<file path="src/rtl/reg_file_write_arbiter.sv">
// Two-port round-robin write arbiter in front of a register file, with a
// built-in sequencer that zeroes every register on request.
module reg_file_write_arbiter #(
  parameter int DW = 32,
  parameter int AW = 5
) (
  input  logic          clock,
  input  logic          reset,
  input  logic          clr_start,
  output logic          clr_busy,
  input  logic          req0,
  input  logic          req1,
  input  logic [AW-1:0] addr0,
  input  logic [AW-1:0] addr1,
  input  logic [DW-1:0] data0,
  input  logic [DW-1:0] data1,
  output logic          gnt0,
  output logic          gnt1,
  output logic [AW-1:0] rf_write_reg,
  output logic [DW-1:0] rf_write_data,
  output logic          rf_reg_write
);

  typedef enum logic {IDLE, CLEAR} state_t;

  localparam logic [AW-1:0] LAST_REG = '1;

  state_t        r_state;
  state_t        w_state_nxt;
  logic          r_rr;
  logic [AW-1:0] r_cnt;
  logic          w_gnt0;
  logic          w_gnt1;
  logic [AW-1:0] r_wr_reg;
  logic [DW-1:0] r_wr_data;
  logic          r_wr_en;

  // Grants are only offered in IDLE and are suppressed by a pending clear.
  always_comb begin
    w_state_nxt = r_state;
    w_gnt0      = 1'b0;
    w_gnt1      = 1'b0;
    case (r_state)
      IDLE: begin
        if (clr_start) begin
          w_state_nxt = CLEAR;
        end else if (req0 && (!req1 || !r_rr)) begin
          w_gnt0 = 1'b1;
        end else if (req1) begin
          w_gnt1 = 1'b1;
        end
      end
      CLEAR: begin
        if (r_cnt == LAST_REG) w_state_nxt = IDLE;
      end
    endcase
    if (reset) begin
      w_gnt0 = 1'b0;
      w_gnt1 = 1'b0;
    end
  end

  always_ff @(posedge clock) begin
    if (reset) r_state <= IDLE;
    else       r_state <= w_state_nxt;
  end

  // A grant is only issued alongside its request, so a grant marks a transfer.
  always_ff @(posedge clock) begin
    if (reset) begin
      r_cnt     <= '0;
      r_rr      <= 1'b0;
      r_wr_en   <= 1'b0;
      r_wr_reg  <= '0;
      r_wr_data <= '0;
    end else begin
      case (r_state)
        IDLE: begin
          if (clr_start) begin
            r_cnt   <= '0;
            r_wr_en <= 1'b0;
          end else if (w_gnt0) begin
            r_wr_en   <= 1'b1;
            r_wr_reg  <= addr0;
            r_wr_data <= data0;
            r_rr      <= 1'b1;
          end else if (w_gnt1) begin
            r_wr_en   <= 1'b1;
            r_wr_reg  <= addr1;
            r_wr_data <= data1;
            r_rr      <= 1'b0;
          end else begin
            r_wr_en <= 1'b0;
          end
        end
        CLEAR: begin
          r_wr_en   <= 1'b1;
          r_wr_reg  <= r_cnt;
          r_wr_data <= '0;
          r_cnt     <= r_cnt + AW'(1);
        end
      endcase
    end
  end

  assign gnt0          = w_gnt0;
  assign gnt1          = w_gnt1;
  assign clr_busy      = (r_state == CLEAR);
  assign rf_write_reg  = r_wr_reg;
  assign rf_write_data = r_wr_data;
  assign rf_reg_write  = r_wr_en;

endmodule

</file>
<file path="config.mk">
export PLATFORM = sky130hd
export DESIGN_NAME = reg_file_write_arbiter
export DESIGN_NICKNAME = d
export VERILOG_FILES = /design/src/rtl/reg_file_write_arbiter.sv
export SDC_FILE = /design/constraint.sdc
export NUM_CORES = 1
export LEC_CHECK = 0
export CORE_ASPECT_RATIO = 0.75
export CORE_MARGIN = 2
export CORE_UTILIZATION = 35
export CTS_BUF_LIST = sky130_fd_sc_hd__clkbuf_2
export DETAILED_ROUTE_END_ITERATION = 12
export GPL_TIMING_DRIVEN = 0
export PLACE_DENSITY = 0.81
export SETUP_SLACK_MARGIN = 0.5
export SLEW_MARGIN = 30
export SYNTH_ARGS = -nofsm -noshare
export SYNTH_HDL_FRONTEND = slang
export SYNTH_SLANG_ARGS = --single-unit
</file>
<file path="constraint.sdc">
create_clock -name clock -period 1.39 [get_ports clock]
set_input_delay 0.139 -clock clock [delete_from_list [all_inputs] [get_ports clock]]
set_output_delay 0.139 -clock clock [all_outputs]
set_load 0.005 [all_outputs]
</file>
==> results.tsv <==
stage	metric	value	unit
outcome	status	finished, violations left	
outcome	violations	setup timing	
power	ir_drop	437	µV
layout	num-fill-cells	475	
worst_hold_path	min_path_type	input pin to flip-flop	
worst_hold_path	worstHoldStart	reset	
clock_network	cts_buffers	5	
worst_setup_path	r2r-end	rf_write_reg[1]	
timing	clock_skew	0.0142	ns
global_routing	grt_pass1_vias	2479	
worst_setup_path	cp_data_arrival_time	2.03	ns
timing	hold_violations	0	
layout	largest_register_ff_count	32	
timing	max_freq	601	MHz
worst_setup_path	reg2reg_from	clr_busy	
timing	setup-violations-final	40	
worst_setup_path	crit_path_end_kind	flip-flop	
route	drtAntennaViolNets	0	
die	die_area	6580	µm²
power	power_density	690	nW/µm²
worst_setup_path	r2r_cells	7	
timing	timing.final.crit_share	1.20	
clock_network	clockBufferDepth	2	
timing	setup_tns	-7.94	ns
clock_network	clkSlewWorstSetupHoldPaths	0.22	ns
timing	worst_slew_pin_slew	0.673	ns
synthesis	yosysTopAreaCellShare	0.433	
clock_network	cts_sinks	45	
route	wirelength	8.22	mm
power	p_total	2.78	mW
die	die_w	93.0	µm
synthesis	synth_ff_type	dfxtp_1	
synthesis	ys_ff_latch	45	
synthesis	synth_edf_count	0	
power	p_sw_frac	0.295	
clock_network	cts_max_level	2	
clock_network	ctsRootBufferMaster	clkbuf_2	
flow_run	maxCapViolations	0	
synthesis	yosys-top-cells-area	dfxtp_1 43%, a311oi_1 13%, nand2_1 12%, a21oi_1 9.1%, clkbuf_1 2.3%	
synthesis	ys_seq_area_frac	0.433	
worst_setup_path	worstSetupPathType	flip-flop to flip-flop	
worst_hold_path	hold_end	r_rr	
power	leakage	1.63	nW
global_routing	antenna_found_initial	0	
route	avgRoutedWirePerCell	17.0	µm
global_routing	grt_max_degree	14	
worst_hold_path	worstHoldPathCells	3	
timing	relSlewSlack	0.551	
die	die_y	70.8	µm
layout	area_growth	93.9	%
clock_network	tritoncts	built	
die	fp.coreArea	5770	µm²
global_routing	grt_usage	0.240	
power	seq_power_share	0.507	
die	row_count	24	
worst_setup_path	reg2reg_slack	-0.27	ns
synthesis	synthDistinctLibCells	29	
route	dr_total_vias	2560	
layout	final_cells	483	
synthesis	synthArstFlopShare	0	
placed_design	place_hpwl	5.18	mm
placed_design	portBuffers	118	
worst_setup_path	worst-path-max-fanout	6	
placed_design	gp_congestion	0.789	
layout	antenna_cells	0	
power	clock_power_share	0.196	
route	drt_first_iter_violations	66	
synthesis	syn-num-nets	335	
route	vias_per_cell	5.30	
layout	drive_gt1_frac	0.462	
timing	setup_ws	-0.274	ns
synthesis	synth_warnings	0	
global_routing	grt-ovfl-total	0	
synthesis	yosysTopAreaCell	dfxtp_1	
die	io_pins	120	
power	switchingPower	0.821	mW
synthesis	syn_area	2080	µm²
placed_design	dp_slack	-0.772	ns
route	drt_pass1_iterations	4	
die	start_util	0.361	
clock_network	cts_hold_buf	0	
timing	fin_crit	1.66	ns
timing	final_max_slew_viol_count	0	
clock_network	clk_latency	0.41	ns
placed_design	dpl-instance-area	3440	µm²
global_routing	grt_pass1_wl	12.5	mm
power	pwr-share-comb	0.297	
route	drc	0	
power	internal-power	1.96	mW
synthesis	synthCells	254	
layout	final_nets	485	
worst_setup_path	start_kind	flip-flop	
placed_design	dp.cells	450	
timing	rsz0062_at_grt	true	
worst_setup_path	crit_required	1.76	ns
synthesis	syn_area_per_cell	8.19	µm²
layout	final_area	4030	µm²
==> worst max path at each step <==
stage,start,to,slack [ns],cells after the start
6_report,clr_busy,rf_write_reg[1],-0.27,7
5_1_grt,clr_busy,rf_write_data[7],-0.36,8
4_1_cts,clr_busy,gnt0,-0.26,6
3_5_place_dp,clr_start,gnt0,-0.77,6
3_3_place_gp,clr_start,gnt0,-0.74,6
2_1_floorplan,clr_busy,rf_write_reg[1],-0.09,6
==> per-layer routing <==
layer,global-route usage,vias up,part of all wire
met1,0.313,1209,0.42
met5,0,-,0
met4,0.0637,0,0.0052
met3,0.0586,4,0.073
li1,-,1231,-
met2,0.403,116,0.50
==> per-stage QoR <==
stage,utilization,hold WS [ns]
final,0.700,0.151
after global routing,0.700,0.113
after CTS,0.650,0.120
after detailed placement,0.597,0.457
after global placement,0.597,0.450
after floorplan,-,0.298
==> Yosys cell counts (all sizes together), types with 2 or more instances <==
cell type,count
a21oi,38
a22oi,3
a311oi,32
a32o,2
and3,2
buf,11
clkbuf,13
dfxtp,45
ha,2
mux2i,4
nand2,67
nand2b,2
nor2,8
nor3,2
nor3b,3
o21ai,6
or3,5
==> cell usage in the layout, fill, tap and decap left out, types with 13 or more instances in the layout <==
cell type	synthesis	routed
nand2_1	67	49
buf_6	2	38
dfxtp_2	0	40
a311oi_1	32	16
a311oi_2	0	16
buf_4	5	13
nand2_2	0	15
clkdlybuf4s50_1	0	76
a21oi_1	38	36
buf_2	4	18
==> critical path: stages, from the launching register on <==
cell and delay, ns:
dfxtp_2 0.37, buf_6 0.12, buf_4 0.12, buf_6 0.12, buf_6 0.13, or3_1 0.42, a21oi_2 0.17, a32o_2 0.18
==> power by group through the flow <==
stage | clock, mW | combinational (mW) | sequential [mW]
floorplan | 0 | 0.250 | 1.42
global placement | 0 | 0.654 | 1.42
detailed placement | 0 | 0.665 | 1.42
CTS | 0.548 | 0.738 | 1.41
global route | 0.630 | 0.882 | 1.42
finish | 0.545 | 0.827 | 1.41
==> timing repair <==
action                     CTS  global route
resized for setup          263            56
setup endpoints to repair   86            86
setup buffers               16             4
gates cloned                 4             1
pin swaps                   15            36
==> kinds of logic (layout without fill, tap and decap cells) <==
logic type,count (synthesis),count (layout),synth area share
and+or+nand+nor,92,92,0.195
AOI/OAI and AO/OA,85,85,0.275
DFF,45,45,0.433
buffers and inverters,26,177,0.0655
muxes,4,4,0.0192
adders and majority gates,2,2,0.0120
==> layout make-up <==
type	count	area, µm²	area share
clock buffers	5	25.0	0.00620
well taps	78	97.6	0.0242
plain buffers	24	234	0.0580
multi-input cells	183	1300	0.322
repair buffers	143	1400	0.347
inverters	2	15.0	0.00372
clock inverters	3	12.5	0.00310
flip-flops and latches	45	951	0.236
No activity file was read; power rests on OpenSTA's default activity.
==> patch 1, RTL diff (config.mk and constraints unchanged) <==
`DW`: 32 -> 36.
--- a/src/rtl/reg_file_write_arbiter.sv
+++ b/src/rtl/reg_file_write_arbiter.sv
@@ -1,7 +1,7 @@
 // Two-port round-robin write arbiter in front of a register file, with a
 // built-in sequencer that zeroes every register on request.
 module reg_file_write_arbiter #(
-  parameter int DW = 32,
+  parameter int DW = 36,
   parameter int AW = 5
 ) (
   input  logic          clock,
Ports: changed (resized data0, data1 and rf_write_data); port bits go from 120 to 132. No check against the original RTL was run, so the function may have changed too.
==> patch 1 against the original RTL <==
The run still ends with negative setup slack left. Final area grew 17%. Sequential cell count increased by 4. Fmax down 8.8%. First-iteration DRC count down 27%. Wire length increased by 15%. Utilization is 4.6 points lower. Area after synthesis grew 24%. Worst setup slack got worse by 0.16 ns. Via count up 11%. Clock skew rose by 0.0087 ns. Synthesized cell count rose by 9.1%. Total power up 12%. Critical path type unchanged. Largest cell class unchanged.
==> patch 1: results (changes against the original RTL) <==
- GRT met3 Usage: 0.0597 (+0.00109)
- Slowest CP cell: dfxtp_2
- Sequential share of power: 0.493 (-0.014)
- Dpl hpwl: 5.97 mm (+15%)
- Met2 routed WL: 4.61 mm (+13%)
- Setup Skew: 0.0229 ns (+0.00873 ns)
- #FFs+latches synth: 49 (+8.9%)
- 1st-iter DRT viols: 48 (-27%)
- Multi-input gate area: 1550 um^2 (+19%)
- Syn avg cell area: 9.29 um^2 (+13%)
- Max reg flops: 36 (+13%)
- Post-synthesis mux area share: 0.0156 (-0.00368)
- Slew Limit Headroom: 0.501 (-0.0498)
- Sw frac: 0.292 (-0.00312)
- Failing checks: negative setup slack
- Sequential fraction of total cell area: 0.221 (-0.0151)
- Global-route met2 utilization: 0.346 (-0.0565)
- Distinct cells, synth: 34 (+17%)
- Routability cong.: 0.807 (+2.3%)
- First-pass GRT wire length: 13.2 mm (+5.8%)
- DP Cell Count: 509 (+13%)
- Drt via density: 5.10 (-3.8%)
- Synth top cells by count: dfxtp_1 (49), nand2_1 (46), a21oi_1 (42), a311oi_2 (29), nand2_2 (29)
- Delay-heaviest family, CP: simple AND/OR/NAND/NOR gates
- DR WL/cell: 16.9 um (-0.63%)
- Non-clk buf share: 0.416 (+0.0104)
- Outcome: finished with violations
- Final setup viols: 48 (+20%)
- Largest cells by area after synthesis: dfxtp_1 (38%), a311oi_2 (17%), a21oi_1 (8.2%)
- Pleak: 1.87 nW (+15%)
- IO Port Bufs: 131 (+11%)
- Worst Path Arrival: 2.17 ns (+0.14 ns)
- Synth Area in Adders: 0.00973 (-0.00230)
- Max incr delay on CP: 0.39 ns (-0.03 ns)
- VDD IR-drop max: 331 uV (-24%)
- Final WL: 9.43 mm (+15%)
- Clock-cell share: 0.00715 (-0.00215)
- Post-synth net total: 366 (+9.3%)
- All-layer global routing usage: 0.205 (-0.0355)
- Post_cts resized: 263 (unchanged)
- Fin nets: 546 (+13%)
- Routed length on met1: 4.03 mm (+16%)
- Worst Slack Setup Final: -0.435 ns (-0.161 ns)
- Number of non-clock buffers: 200 (+20%)
- Vias in the first global route: 2,798 (+13%)
- Multi-input gate count: 199 (+8.7%)
- Clock-pin slew on the worst setup and hold paths: 0.25 ns (+0.03 ns)
- Clock buffer count: 6 (+1)
- Fillers: 627 (+32%)
[patch 1: through the flow]
| step | setup slack (ns) | instance area (um^2) | setup TNS [ns] |
|---|---|---|---|
| after floorplan | -0.0239 | 2650 | -0.664 |
| after global placement | -0.863 | 4090 | -26.97 |
| after detailed placement | -0.866 | 4090 | -27.97 |
| after CTS | -0.425 | 4320 | -13.68 |
| after global routing | -0.462 | 4720 | -16.35 |
| final | -0.435 | 4720 | -14.41 |
[patch 1: worst paths after layout]
path                            slack [ns]  cells after the start                        endpoint                 from
worst max-delay path                 -0.43                      8    rf_write_reg[1]$_SDFFE_PP0P_  clr_busy$_SDFF_PP0_
worst min-delay path                  0.28                      3  rf_write_data[26]$_SDFFE_PP0P_            data0[26]
worst max register to register       -0.43                      8    rf_write_reg[1]$_SDFFE_PP0P_  clr_busy$_SDFF_PP0_
worst min register to register        0.50                      2               r_rr$_SDFFE_PP0P_    r_rr$_SDFFE_PP0P_
==> patch 2, RTL diff (config.mk and constraints unchanged) <==
Made on the original files. Make the reset (`reset`) asynchronous in 2 clocked blocks.
--- a/src/rtl/reg_file_write_arbiter.sv
+++ b/src/rtl/reg_file_write_arbiter.sv
@@ -60,13 +60,13 @@
     end
   end
 
-  always_ff @(posedge clock) begin
+  always_ff @(posedge clock or posedge reset) begin
     if (reset) r_state <= IDLE;
     else       r_state <= w_state_nxt;
   end
 
   // A grant is only issued alongside its request, so a grant marks a transfer.
-  always_ff @(posedge clock) begin
+  always_ff @(posedge clock or posedge reset) begin
     if (reset) begin
       r_cnt     <= '0;
       r_rr      <= 1'b0;
Function: differs if reset is asserted again (counterexample within 4 cycles, from zero or initial values and one cycle with reset high); with reset held inactive, the same outputs for 10 cycles.
==> patch 2 against the original RTL <==
The run still ends with negative setup slack left. Sequential cell count did not move. Worst setup slack improved by 0.11 ns. Wire length fell by 17%. Final area rose by 3.1%. Area after synthesis rose by 15%. Critical path type is now reg -> out. Highest routed layer unchanged.
Power is not compared: it rests on default switching activity, and its combinational part moved more than twofold at a synthesized area within 25%.
==> patch 2: results (changes against the original RTL) <==
- Reg-to-reg endpoint: rf_write_data[22]$_DFFE_PP0P_
- Vias in the first global route: 2,017 (-19%)
- IO Port Bufs: 119 (+0.85%)
- DR WL/cell: 14.8 um (-13%)
- Multi-input combinational area share: 0.282 (-0.0403)
- Clk_lat worst skew: 0.39 ns (-0.02 ns)
- DR vias: 2,127 (-17%)
- Worst Path Arrival: 1.41 ns (-0.62 ns)
- Worst Slack Setup Final: -0.159 ns (+0.114 ns)
- Final setup viols: 43 (+7.5%)
- Setup_tns: -3.25 ns (+4.69 ns)
- All-layer global routing usage: 0.167 (-0.0731)
- Most used DFF post-synth: dfrtp_1
- Max incr delay on CP: 0.45 ns (+0.03 ns)
- Max FO, Critical Path: 2 (-4)
- R2r setup slk: -0.13 ns (+0.14 ns)
- Crit Reg-Reg Startpoint: r_rr$_DFFE_PP0P_
- Largest net degree at the start of global routing: 29 (+15)
- Power, Total: 3.97 mW
- Setup slack at placement: -0.640 ns (+0.132 ns)
- Max H-tree Level: 2 (unchanged)
- Non-clk buf share: 0.400 (-0.00515)
- WHS: 0.187 ns (+0.0359 ns)
- Fin nets: 455 (-6.2%)
- Ys async rst share: 1.00 (+1.00)
- Count of flip-flops and latches: 45 (unchanged)
- Dpl hpwl: 4.65 mm (-10%)
- P_seq: 1.63 mW
- DP Cell Count: 407 (-9.6%)
- FF-to-FF path depth: 6 (-1)
- Cells after Synth: 203 (-20%)
- Clock buffer count: 7 (+2)
- Register area share after synthesis: 0.472 (+0.0387)
- Drt via density: 4.63 (-13%)
- Post-synth net total: 284 (-15%)
- Distinct cells, synth: 31 (+6.9%)
- Failing checks: negative setup slack
- Share of layout cells above drive strength 1: 0.352 (-0.110)
- Setup Skew: 0.0158 ns (+0.00167 ns)
- Multi-input gate count: 135 (-26%)
- Routability cong.: 0.754 (-4.4%)
- Slowest CP cell: dfrtp_1
- Reg area: 1130 um^2 (+19%)
- Slew Limit Headroom: 0.722 (+0.171)
- Total CTS buffers: 5 (unchanged)
- Mapped Area: 2390 um^2 (+15%)
- Worst Hold Class: in -> async
- Outcome: finished with violations
- Synth top cells by count: mux2i_1 (68), dfrtp_1 (45), nand2_1 (36), inv_1 (10), buf_12 (5)
- Area of placed instances: 3750 um^2 (+8.9%)
- Inverter count: 11 (+9)
- Fillers: 561 (+18%)
- 1st-iter DRT viols: 50 (-24%)
- Clock-cell share: 0.00933 (+0.0000237)
- Area growth syn-to-layout: 74.2%
==> patch 2: cell types whose count changed in the layout (fill, tap and decap cells not counted), moves of 23 or more <==
cell     unedited run  this run
a21oi_1            36         0
mux2i_1             4        63
dfxtp_2            40         0
dfrtp_1             0        44
buf_2              18        41
buf_6              38        13
==> patch 2: worst max-delay path: cells and delay by family, from the launching register on <==
kind	cells	cell delay, ns
flip-flops	1	0.45
buffers and inverters	3	0.28
AO/OA/AOI/OAI	1	0.18
AND/OR/NAND/NOR	1	0.12
==> patch 2: how the worst max path moves through the flow <==
stage                           from                           to  slack (ns)  cells after the start
finish              r_rr$_DFFE_PP0P_                         gnt0       -0.16                      5
global route        r_rr$_DFFE_PP0P_                         gnt0       -0.26                      5
CTS                 r_rr$_DFFE_PP0P_                         gnt0       -0.21                      5
detailed placement              req0                         gnt0       -0.64                      6
global placement                req0                         gnt0       -0.64                      6
floorplan           r_rr$_DFFE_PP0P_  rf_write_reg[2]$_DFFE_PP0P_        0.09                      3
==> patch 2: kinds of logic after synthesis <==
group | Yosys count | share of synthesized area
muxes | 69 | 0.290
and+or+nand+nor | 46 | 0.0854
adders and majority gates | 2 | 0.0105
AOI/OAI and AO/OA | 18 | 0.0624
buffers and inverters | 23 | 0.0802
DFF | 45 | 0.472
==> patch 2: routing by layer <==
layer,vias to the layer above,track usage,wire [um]
met4,0,0.0365,19
li1,1054,-,-
met3,2,0.0495,531
met1,990,0.214,3010
met5,-,0,0
met2,81,0.287,3230
==> patch 2: timing repair <==
item / in CTS / in global routing
gates cloned: 1 / 3
resized for setup: 194 / 21
setup buffers: 25 / 15
pin swaps: 10 / 14
setup endpoints to repair: 86 / 86
